**src/rtl/psum_quant_pkg.sv**
```systemverilog
// psum_quant_pkg: shared widths, packed activation type and pooling helper
package psum_quant_pkg;
  localparam int PSUM_W = 20;
  localparam int BIAS_W = 16;
  localparam int ACT_W = 8;
  localparam int ACT_MAX = 127;
  localparam int LANES = 4;
  typedef logic [LANES-1:0][ACT_W-1:0] act_vec_t;
  function automatic logic [ACT_W-1:0] max4(input act_vec_t a);
    logic [ACT_W-1:0] m;
    m = a[0];
    for (int i = 1; i < LANES; i++) m = (a[i] > m) ? a[i] : m;
    return m;
  endfunction
endpackage

```
**src/rtl/quant_lane.sv**
```systemverilog
// quant_lane: ReLU, round-half-up arithmetic right shift and int8 saturation
module quant_lane
  import psum_quant_pkg::*;
#(
  parameter int W = 29
) (
  input  logic signed [W-1:0] s1,
  input  logic [4:0]          shift,
  output logic [ACT_W-1:0]    act
);
  localparam logic [W:0] MAXV = (W+1)'(ACT_MAX);
  logic [W:0] r, rnd, q;
  always_comb begin
    r = s1[W-1] ? '0 : {2'b00, s1[W-2:0]};
    rnd = (shift == 5'd0) ? '0 : ({{W{1'b0}}, 1'b1} << (shift - 5'd1));
    q = (r + rnd) >> shift;
    act = (q > MAXV) ? ACT_W'(ACT_MAX) : q[ACT_W-1:0];
  end
endmodule

```
**src/rtl/psum_quant.sv**
```systemverilog
// psum_quant: accumulate MAC partial sums over channels, bias, quantize to int8, 2x2 max-pool
module psum_quant
  import psum_quant_pkg::*;
#(
  parameter int ACC_W = 28,
  parameter int CH_W = 8
) (
  input  logic                     clk,
  input  logic                     rstn,
  input  logic                     vld_i,
  input  logic signed [PSUM_W-1:0] iPsum0,
  input  logic signed [PSUM_W-1:0] iPsum1,
  input  logic signed [PSUM_W-1:0] iPsum2,
  input  logic signed [PSUM_W-1:0] iPsum3,
  input  logic [CH_W-1:0]          iNumCh,
  input  logic signed [BIAS_W-1:0] iBias,
  input  logic [4:0]               iShift,
  input  logic                     iClr,
  output act_vec_t                 oOut,
  output logic [ACT_W-1:0]         oPool,
  output logic                     vld_o
);
  logic [CH_W-1:0] cnt, cnt_eff, last_idx;
  logic signed [PSUM_W-1:0] psum [LANES];
  logic signed [ACC_W-1:0] acc [LANES];
  logic signed [ACC_W-1:0] acc_in [LANES];
  logic signed [ACC_W:0] s1 [LANES];
  logic [4:0] shift1;
  logic v1, last;
  act_vec_t act;
  assign psum[0] = iPsum0;
  assign psum[1] = iPsum1;
  assign psum[2] = iPsum2;
  assign psum[3] = iPsum3;
  // iClr makes the current beat the first of a fresh group
  always_comb begin
    cnt_eff = iClr ? '0 : cnt;
    last_idx = (iNumCh == '0) ? '0 : iNumCh - 1'b1;
    last = vld_i && (cnt_eff == last_idx);
    for (int l = 0; l < LANES; l++)
      acc_in[l] = ((cnt_eff == '0) ? '0 : acc[l]) + {{(ACC_W-PSUM_W){psum[l][PSUM_W-1]}}, psum[l]};
  end
  always_ff @(posedge clk or negedge rstn) begin
    if (!rstn) begin
      cnt <= '0;
      v1 <= 1'b0;
      shift1 <= '0;
      vld_o <= 1'b0;
      oOut <= '0;
      oPool <= '0;
      for (int l = 0; l < LANES; l++) begin
        acc[l] <= '0;
        s1[l] <= '0;
      end
    end else begin
      if (vld_i) begin
        cnt <= last ? '0 : cnt_eff + 1'b1;
        for (int l = 0; l < LANES; l++) acc[l] <= acc_in[l];
      end else if (iClr) begin
        cnt <= '0;
      end
      v1 <= last;
      if (last) begin
        shift1 <= iShift;
        for (int l = 0; l < LANES; l++)
          s1[l] <= {acc_in[l][ACC_W-1], acc_in[l]} + {{(ACC_W+1-BIAS_W){iBias[BIAS_W-1]}}, iBias};
      end
      vld_o <= v1;
      if (v1) begin
        oOut <= act;
        oPool <= max4(act);
      end
    end
  end
  for (genvar i = 0; i < LANES; i++) begin : g_lane
    quant_lane #(.W(ACC_W + 1)) u_lane (.s1(s1[i]), .shift(shift1), .act(act[i]));
  end
endmodule

```
**config.mk**
```make
export PLATFORM = sky130hd
export DESIGN_NAME = psum_quant
export DESIGN_NICKNAME = d
export VERILOG_FILES = /design/src/rtl/psum_quant_pkg.sv /design/src/rtl/quant_lane.sv /design/src/rtl/psum_quant.sv
export SDC_FILE = /design/constraint.sdc
export NUM_CORES = 2
export LEC_CHECK = 0
export ABC_AREA = 1
export CAP_MARGIN = 5
export CORE_MARGIN = 5
export CORE_UTILIZATION = 50
export CTS_CLUSTER_SIZE = 14
export DETAILED_ROUTE_END_ITERATION = 16
export PLACE_DENSITY = 0.68
export SYNTH_ARGS = -nofsm -noshare
export SYNTH_HDL_FRONTEND = slang
export SYNTH_SLANG_ARGS = --single-unit
```
**constraint.sdc**
```tcl
create_clock -name clk -period 10.35 [get_ports clk]
set_input_delay 1.035 -clock clk [delete_from_list [all_inputs] [get_ports clk]]
set_output_delay 1.035 -clock clk [all_outputs]
set_load 0.02 [all_outputs]
```
==> results_dict.tcl <==
set metrics [dict create \
    status "finished, final reports clean" \
    wl_met2_mm 44.3 \
    ys_ff_latch 283 \
    num_io_pins 154 \
    yosysWarnings 0 \
    path_max_fanout 35 \
    drv_slew 0 \
    layout_min_cycle_time_ps 9480 \
    swShare 0.490 \
    portBuffers 153 \
    antenna_found_initial 1 \
    met1Wirelength_mm 52.7 \
    h-tree-depth 2 \
    n_antenna_cell 0 \
    hp-class "input port to async pin" \
    ys_async_sr_fraction 1.00 \
    critPathCaptureType "flop" \
    core_um2 67500 \
    place.gp.congestion 1.01 \
    routed_via_density 5.55 \
    hold_viol_final 0 \
    synth_area_per_cell_um2 6.30 \
    netlist_top_cells_count "1,324 x nand2_1, 658 x inv_1, 553 x nand3_1" \
    die_w_um 271 \
    yosysSeqAreaShare 0.207 \
    grt_pass1_wl_mm 174 \
    critPathMostFrequentCell "nand2_1" \
    p_comb_frac 0.611 \
    nNetsFinal 5971 \
    synth-edff-count 0 \
    die_h_um 271 \
    setup_viol 0 \
    cpMaxStageDelayCell "dfrtp_2" \
    clk_path_buf_depth 3 \
    netlist_area_um2 34200 \
    skew_ps 35.4 \
    area_growth_syn_to_layout_pct 10.6 \
    cts_sinks 283 \
    top_layer "met5" \
    path_class "flop to flop" \
    wl_met3_mm 7.62 \
    startpoint_type "flop" \
    initial_core_util 0.506 \
    detail-route-antenna-nets 0 \
    dr.pass1.iters 7 \
    slew_headroom 0.231 \
    num_rows 95 \
    peakVddDrop_v 0.000121 \
    p_int_uw 3660 \
    max_stage_delay_ps 690 \
    clkPwrFrac 0.186 \
    clockRootBuffer "clkbuf_16" \
    p_sw_uw 3510 \
    drt-initial-drc-count 3109 \
    tightest_slew_ps 1150 \
    overflow 0 \
    routed_wl_mm 109 \
    cts_inserted_buffers 36 \
    min_period_over_period 0.916 \
    drive_gt1_frac 0.0460 \
    leakage_uw 0.0197 \
    synthCells 5426 \
    yosys-top-cells-area "dfrtp_1 21%, nand2_1 15%, ha_1 13%" \
    fmax_mhz 105 \
    track_usage 0.286 \
    power_frac_seq 0.203 \
    routedWlPerCell_um 17.0 \
    powerDensity_nw_per_um2 190 \
    ys_types 70 \
    hpwlAfterDp_mm 86.4 \
    yosysTopAreaCell "dfrtp_1" \
    fin_hold_ws_ps 442 \
    clk_pin_slew_ps 70 \
    drc 0 \
    rsz0062_at_grt "no" \
    synth_ff_type "dfrtp_1" \
    dieArea_um2 73700 \
    yosysMostFrequentCell "nand2_1" \
    cp.arrival_ps 9990 \
    synth_top_area_frac 0.207 \
    place_inst 6337 \
    drv_cap 0 \
    grt_pass1_vias 32400 \
    grt_start_max_net_pins 113 \
    cts_hold_buf 0 \
    clk_latency_ps 600 \
    vias 35500 \
    finalNonFillerCells 6400 \
    tns_ps 0 \
    cts_tree "yes" \
    required_ps 10860 \
]
## through the flow
step           setup WS, ps  total power (µW)  instance area, µm²   util
3_5_place_dp           1020              5760               36600  0.542
4_1_cts                 946              7140               37800  0.559
2_1_floorplan          1640              4690               34200      -
5_1_grt                 138              7840               37800  0.560
3_3_place_gp           1110              5730               36600  0.542
6_report                871              7170               37800  0.560
## placed cells by master (no fill, tap or decap), types with 56 or more instances in the layout
| cell | count |
|---|---|
| nand2_1 | 1324 |
| xor2_1 | 161 |
| nor2_1 | 535 |
| dfrtp_1 | 280 |
| nand3_1 | 553 |
| xnor2_1 | 74 |
| nand4_1 | 56 |
| clkdlybuf4s50_1 | 150 |
| o21ai_0 | 438 |
| inv_1 | 658 |
| buf_4 | 59 |
| ha_1 | 344 |
| a21oi_1 | 377 |
## repair_timing
action	CTS	global route
hold endpoints to repair	0	0
buffers inserted	0	0
endpoints found under the setup margin	0	7
gates resized for setup	0	1
## worst paths after layout
kind	startpoint	to	slack, ps	cells after the start
max	shift1[2]	oPool[3]	870	53
min	rstn	oOut[11]	440	1
max reg2reg	shift1[2]	oPool[3]	870	53
min reg2reg	cnt[3]	cnt[3]	450	1
max in group asynchronous	rstn	shift1[0]	8400	2
min in group clk	cnt[3]	cnt[3]	450	1
## kinds of logic after synthesis
family          share of synthesized area
xor+xnor                           0.0602
fa+ha+maj                           0.133
compound gates                      0.169
flops                               0.207
buf+inv                            0.0955
other cells                      0.000220
simple gates                        0.333
mux                               0.00146
## critical path: cells and delay by family (launching register included)
family	cells	cell delay, ps
adders and majority gates	4	1110
DFF	1	690
buffers and inverters	8	1550
and+or+nand+nor	31	3870
AOI/OAI and AO/OA	10	2130
## sequential cells by signal, summed over array words and instances (netlist names)
register / flops
acc: 112
cnt: 8
oOut: 32
oPool: 8
s1: 116
shift1: 5
v1: 1
vld_o: 1
## layout make-up
type | count | area [µm²]
Timing Repair Buffer | 212 | 1980
Tap cell | 873 | 1090
Sequential cell | 283 | 7090
Clock inverter | 16 | 196
Fill cell | 6969 | 29700
Inverter | 676 | 2540
Multi-Input combinational cell | 4293 | 23900
Clock buffer | 47 | 1010
## per-layer routing
metal	vias to the layer above	global-route usage
met5	-	0
met1	16100	0.431
met2	1155	0.425
met3	194	0.0380
li1	18100	-
met4	2	0.0868
## power by group through the flow
| stage | combinational (µW) | clock [µW] | sequential [µW] |
|---|---|---|---|
| floorplan | 3260 | 0 | 1430 |
| global placement | 4260 | 0 | 1460 |
| detailed placement | 4290 | 0 | 1470 |
| CTS | 4320 | 1360 | 1450 |
| global route | 4950 | 1410 | 1480 |
| finish | 4380 | 1330 | 1450 |
No activity file was read; power rests on OpenSTA's default activity.
